<file path="src/rtl/shift_left_ctrl_if.sv">
`default_nettype none
// ============================================================================
//  Module   : shift_left_ctrl_if
//  Purpose  : Word-producer handshake bundle for shift_left_ctrl.
//  Signals  : in_data  [W-1:0] parallel word to serialise (producer -> ctrl)
//             in_valid          in_data is valid         (producer -> ctrl)
//             in_ready          ctrl accepts this cycle  (ctrl -> producer)
//  Modports : master = word producer, slave = shift_left_ctrl
//  Revision : 1.0 - initial release
// ============================================================================
interface shift_left_ctrl_if #(
  parameter int W = 8
);
  logic [W-1:0] in_data;
  logic         in_valid;
  logic         in_ready;

  modport master (
    output in_data,
    output in_valid,
    input  in_ready
  );

  modport slave (
    input  in_data,
    input  in_valid,
    output in_ready
  );
endinterface
`default_nettype wire

</file>
<file path="src/rtl/shift_left_ctrl.sv">
`default_nettype none
// ============================================================================
//  Module   : shift_left_ctrl
//  Purpose  : Sequencer for an external W-bit parallel-load shift-left
//             register. Accepts words over valid/ready, drives the register
//             load controls and frames the MSB-first serial stream taken from
//             the register's top bit.
//  Ports    : clk         rising-edge clock (shared with the shift register)
//             rst_n       asynchronous active-low reset
//             in_if       word handshake (slave side: data/valid in, ready out)
//             i_flush     synchronous abort, returns to IDLE
//             o_sl_pl_n   register PL (0 = load next edge, 1 = shift left)
//             o_sl_din    register parallel data
//             i_sl_msb    register top bit D[W-1]
//             o_ser_bit   serial data (0 unless o_ser_valid)
//             o_ser_valid live frame bit this cycle
//             o_ser_last  final (LSB) bit of the frame
//             o_busy      controller not idle
//             o_done      one-cycle pulse after the last bit
//  Revision : 1.0 - initial release
// ============================================================================
module shift_left_ctrl #(
  parameter int W     = 8,
  parameter int CNT_W = 3
) (
  input  wire          clk,
  input  wire          rst_n,
  shift_left_ctrl_if.slave in_if,
  input  wire          i_flush,
  output logic         o_sl_pl_n,
  output logic [W-1:0] o_sl_din,
  input  wire          i_sl_msb,
  output logic         o_ser_bit,
  output logic         o_ser_valid,
  output logic         o_ser_last,
  output logic         o_busy,
  output logic         o_done
);

  typedef enum logic [1:0] {
    IDLE  = 2'd0,
    LOAD  = 2'd1,
    SHIFT = 2'd2
  } state_t;

  localparam logic [CNT_W-1:0] c_LAST = CNT_W'(W - 1);

  state_t           r_state;
  state_t           w_state_nxt;
  logic [CNT_W-1:0] r_cnt;
  logic [W-1:0]     r_din;
  logic             r_done;
  logic             w_last;
  logic             w_ready;
  logic             w_accept;

  // Ready is a function of state and flush only, never of in_valid.
  // In the last SHIFT cycle the next word may be taken so the following
  // frame starts after a single LOAD gap cycle.
  always_comb begin
    w_last      = (r_state == SHIFT) && (r_cnt == c_LAST);
    w_ready     = ((r_state == IDLE) || w_last) && !i_flush;
    w_accept    = w_ready && in_if.in_valid;
    w_state_nxt = r_state;
    case (r_state)
      IDLE:    if (w_accept) w_state_nxt = LOAD;
      LOAD:    w_state_nxt = SHIFT;
      SHIFT:   if (w_last) w_state_nxt = w_accept ? LOAD : IDLE;
      default: w_state_nxt = IDLE;
    endcase
    // Flush overrides everything, including an accept in the same cycle.
    if (i_flush) w_state_nxt = IDLE;
  end

  always_ff @(posedge clk or negedge rst_n) begin
    if (!rst_n) begin
      r_state <= IDLE;
      r_cnt   <= '0;
      r_din   <= '0;
      r_done  <= 1'b0;
    end else begin
      r_state <= w_state_nxt;
      // Counter only advances inside a frame; it is cleared on the final
      // bit, on flush and outside SHIFT so every frame starts at zero.
      if (i_flush || (r_state != SHIFT) || w_last) r_cnt <= '0;
      else                                          r_cnt <= r_cnt + CNT_W'(1);
      if (w_accept) r_din <= in_if.in_data;
      r_done <= w_last && !i_flush;
    end
  end

  assign in_if.in_ready = w_ready;
  assign o_sl_pl_n      = (r_state != LOAD);
  assign o_sl_din       = r_din;
  assign o_ser_valid    = (r_state == SHIFT);
  assign o_ser_bit      = (r_state == SHIFT) && i_sl_msb;
  assign o_ser_last     = w_last;
  assign o_busy         = (r_state != IDLE);
  assign o_done         = r_done;

endmodule
`default_nettype wire

</file>
<file path="src/flat_wrapper.sv">
// flat-port wrapper written by rule: the top's interface ports become plain ports
module shift_left_ctrl_flat 
#(
  parameter int W     = 8,
  parameter int CNT_W = 3
)
  (clk, rst_n, i_flush, o_sl_pl_n, o_sl_din, i_sl_msb, o_ser_bit, o_ser_valid, o_ser_last, o_busy, o_done, in_if_in_data, in_if_in_valid, in_if_in_ready);
  shift_left_ctrl_if #(.W(W)) in_if_i ();
  input  wire clk;
  input  wire rst_n;
  input  wire i_flush;
  output logic o_sl_pl_n;
  output logic [W-1:0] o_sl_din;
  input  wire i_sl_msb;
  output logic o_ser_bit;
  output logic o_ser_valid;
  output logic o_ser_last;
  output logic o_busy;
  output logic o_done;
  input wire logic [$bits(in_if_i.in_data)-1:0] in_if_in_data;
  input wire logic [$bits(in_if_i.in_valid)-1:0] in_if_in_valid;
  output wire logic [$bits(in_if_i.in_ready)-1:0] in_if_in_ready;
  assign in_if_i.in_data = in_if_in_data;
  assign in_if_i.in_valid = in_if_in_valid;
  assign in_if_in_ready = in_if_i.in_ready;
  shift_left_ctrl #(.W(W), .CNT_W(CNT_W)) u_core (.clk(clk), .rst_n(rst_n), .in_if(in_if_i), .i_flush(i_flush), .o_sl_pl_n(o_sl_pl_n), .o_sl_din(o_sl_din), .i_sl_msb(i_sl_msb), .o_ser_bit(o_ser_bit), .o_ser_valid(o_ser_valid), .o_ser_last(o_ser_last), .o_busy(o_busy), .o_done(o_done));
endmodule
</file>
<file path="config.mk">
export PLATFORM = sky130hd
export DESIGN_NAME = shift_left_ctrl_flat
export DESIGN_NICKNAME = d
export VERILOG_FILES = /design/src/rtl/shift_left_ctrl_if.sv /design/src/rtl/shift_left_ctrl.sv /design/src/flat_wrapper.sv
export SDC_FILE = /design/constraint.sdc
export NUM_CORES = 1
export LEC_CHECK = 0
export BUFFER_PORTS_ARGS = -buffer_cell sky130_fd_sc_hd__buf_4
export CORE_AREA = 2 2 39 41
export CTS_CLUSTER_DIAMETER = 200
export DETAILED_ROUTE_END_ITERATION = 8
export DIE_AREA = 0 0 41 43
export GPL_TIMING_DRIVEN = 0
export HOLD_SLACK_MARGIN = 0.1
export PLACE_DENSITY = 0.76
export SLEW_MARGIN = 30
export SYNTH_ARGS = -nofsm -noshare
export SYNTH_HDL_FRONTEND = slang
export SYNTH_SLANG_ARGS = --single-unit
</file>
<file path="constraint.sdc">
create_clock -name clk -period 3.02 [get_ports clk]
set_input_delay 0 -clock clk [delete_from_list [all_inputs] [get_ports clk]]
set_output_delay 0 -clock clk [all_outputs]
set_load 0.01 [all_outputs]
</file>
==> results.py <==
metrics = {
    "clock_network": {
        "clock_latency_ns": 0.27,
        "cts_tree": "done",
        "cts_root_buf": "clkbuf_4",
        "cts_hold_buf": 11,
        "ctsResizeCount": 0,
        "cts_buffer_depth": 2,
        "clock_sinks": 14,
        "htree_levels": 1,
        "cts_setup_buffers": 0,
        "clkSlewWorstSetupHoldPaths_ns": 0.08,
        "cts_buffers": 3,
    },
    "final_layout": {
        "antennaDiodeCount": 0,
        "drive_gt1_share_pct": 49.4,
        "ff_latch_area_um2": 350,
        "num-fill-cells": 117,
        "final_core_util_pct": 67.2,
        "final_cell_count_no_fill": 97,
        "multi_input_comb_area_um2": 216,
        "finalInstanceArea_um2": 930,
        "nNetsFinal": 98,
        "area_delta_synth_final_pct": 61.9,
    },
    "logic_synthesis": {
        "synth.distinct_cells": 14,
        "yosys.area.top_type": "dfrtp_1",
        "ys_warn_count": 0,
        "syn_avg_cell_area_um2": 14.4,
        "synth_top_cell_area_share_pct": 61.0,
        "seq_area_frac_synth_pct": 61.0,
        "ys_async_sr_fraction_pct": 100,
        "synth_edf_count": 0,
        "syn_inst": 40,
        "syn_area_um2": 574,
        "synth-main-ff-cell": "dfrtp_1",
        "syn_nets": 55,
        "synth.ff_latch_count": 14,
        "synthTopCellsByArea": "dfrtp_1, mux2_2, a2111oi_4, ha_1, and2_1",
    },
    "die": {
        "design.die.area_um2": 1760,
        "rows": 14,
        "ios": 28,
        "fp.dieH_um": 43,
        "coreArea_um2": 1380,
        "initial_core_util_pct": 41.5,
        "die_w_um": 41,
    },
    "sta": {
        "hold_violations": 0,
        "rsz0062_at_grt": "no",
        "setup_viol": 0,
        "layout_min_cycle_time_ns": 1.93,
        "timing.clock.skew_ns": 0.00325,
        "fmax_mhz": 519,
        "finalSetupTns_ns": 0,
        "hold_ws_ns": 0.108,
        "tightest_slew_ns": 0.662,
        "finalCritPeriodShare_pct": 63.8,
        "maxSlewHeadroom_pct": 55.9,
        "drv_slew": 0,
    },
    "routing": {
        "route.detailed.drc": 0,
        "firstDrtPassIters": 2,
        "via_count": 475,
        "wirelength_um": 1230,
        "ant_nets": 0,
        "wl_per_cell_um": 12.6,
        "drt_first_iter_violations": 1,
        "via_per_inst": 4.90,
    },
    "critical_path": {
        "crit_required_ns": 3.18,
        "crit_path_start": "u_core.r_cnt[0]$_DFF_PN0_",
        "crit-reg2reg-launch": "u_core.r_cnt[0]$_DFF_PN0_",
        "start_kind": "flip-flop",
        "critPathKind": "reg -> reg",
        "crit_arrival_ns": 2.09,
        "crit_fanout": 9,
        "cp-end-kind": "flip-flop",
    },
    "grt": {
        "overflow": 0,
        "grt_antenna_before_repair": 0,
        "grt_pass1_vias": 462,
        "grt_pass1_wl_um": 1880,
        "grt_usage_pct": 15.9,
        "grt_max_degree": 15,
    },
    "pwr": {
        "seqPwrFrac_pct": 50.2,
        "vdd_drop_max_mv": 0.336,
        "p_int_uw": 340,
        "p_per_area_nw_per_um2": 493,
        "power_frac_clock_pct": 22.1,
        "p_switching_uw": 119,
        "power.static_leakage_nw": 0.470,
        "pwr-share-comb_pct": 27.7,
        "sw_frac_of_total_pct": 26.0,
    },
    "worst_hold_path": {
        "hold_class": "in -> async",
    },
    "run_status": {
        "status": "completed",
    },
    "placement": {
        "dp.cells": 83,
        "portBuffers": 27,
        "dp_hpwl_um": 852,
        "placed_area_um2": 797,
        "gp_congestion": 0.619,
    },
    "flow_run": {
        "drv_cap": 0,
    },
}
## layout make-up
class,count,share of cell area (%)
multi-input cells,24,23.3
inverters,2,0.808
flip-flops and latches,14,37.7
clock buffers,3,2.42
well taps,16,2.15
repair buffers,38,33.6
## layout by cell type (no fill, tap or decap)
cell type	netlist	layout
buf_4	0	27
dfrtp_1	14	14
dlygate4sd3_1	0	11
mux2_2	8	8
clkbuf_4	0	3
nor2b_1	2	2
and2_1	2	2
nor2_1	2	2
inv_1	2	2
and3_1	2	2
ha_1	2	2
or2_2	1	1
nand2b_1	1	1
nand2_1	1	1
a211oi_1	1	1
a2111oi_4	1	1
o21ai_0	1	1
## sequential cells by signal, indices dropped and copies added (netlist names)
signal / count
u_core.o_done: 1
u_core.r_cnt: 3
u_core.r_state: 2
u_core.o_sl_din: 8
## power groups by stage
stage | Sequential (mW) | Clock [mW] | Combinational [mW]
after floorplan | 0.244 | 0 | 0.0372
after global placement | 0.232 | 0 | 0.114
after detailed placement | 0.234 | 0 | 0.117
after CTS | 0.230 | 0.103 | 0.129
after global routing | 0.233 | 0.112 | 0.137
final | 0.230 | 0.101 | 0.127
## cells in the mapped netlist (2+ instances only)
master and n:
and2_1 2, and3_1 2, dfrtp_1 14, ha_1 2, inv_1 2, mux2_2 8
nor2_1 2, nor2b_1 2
## through the flow
stage	setup WS, ns	total power [mW]
floorplan	1.29	0.281
global placement	1.12	0.347
detailed placement	1.07	0.351
CTS	1.06	0.462
global route	0.936	0.481
finish	1.09	0.459
## critical path: stages (launching register included)
cell and delay (ns):
dfrtp_1 0.36, ha_1 0.15, ha_1 0.18, inv_1 0.09
a2111oi_4 0.62, mux2_2 0.41
## metal layers
| metal | vias to the layer above | part of all wire [%] | global-route usage (%) |
|---|---|---|---|
| li1 | 222 | - | - |
| met5 | - | 0 | 0 |
| met2 | 22 | 54 | 26.3 |
| met1 | 231 | 37 | 18.8 |
| met4 | 0 | 0 | 4.00 |
| met3 | 0 | 9.0 | 5.76 |
## final timing paths
check,cells past startpoint,slack (ns),endpoint
min reg2reg,1,0.44,u_core.r_cnt[0]$_DFF_PN0_
max reg2reg,5,1.09,u_core.o_sl_din[4]$_DFFE_PN0N_
min,2,0.11,u_core.r_state[1]$_DFFE_PN0P_
min in group clk,3,0.29,o_ser_bit
max,5,1.09,u_core.o_sl_din[4]$_DFFE_PN0N_
max in group asynchronous,2,2.75,u_core.r_cnt[0]$_DFF_PN0_
## logic make-up after synthesis
group | synth area share (%)
compound gates | 6.97
mux | 15.7
fa+ha+maj | 4.36
buf+inv | 1.31
flops | 61.0
simple gates | 10.7
Note: power is estimated with default switching activity, not from simulation.
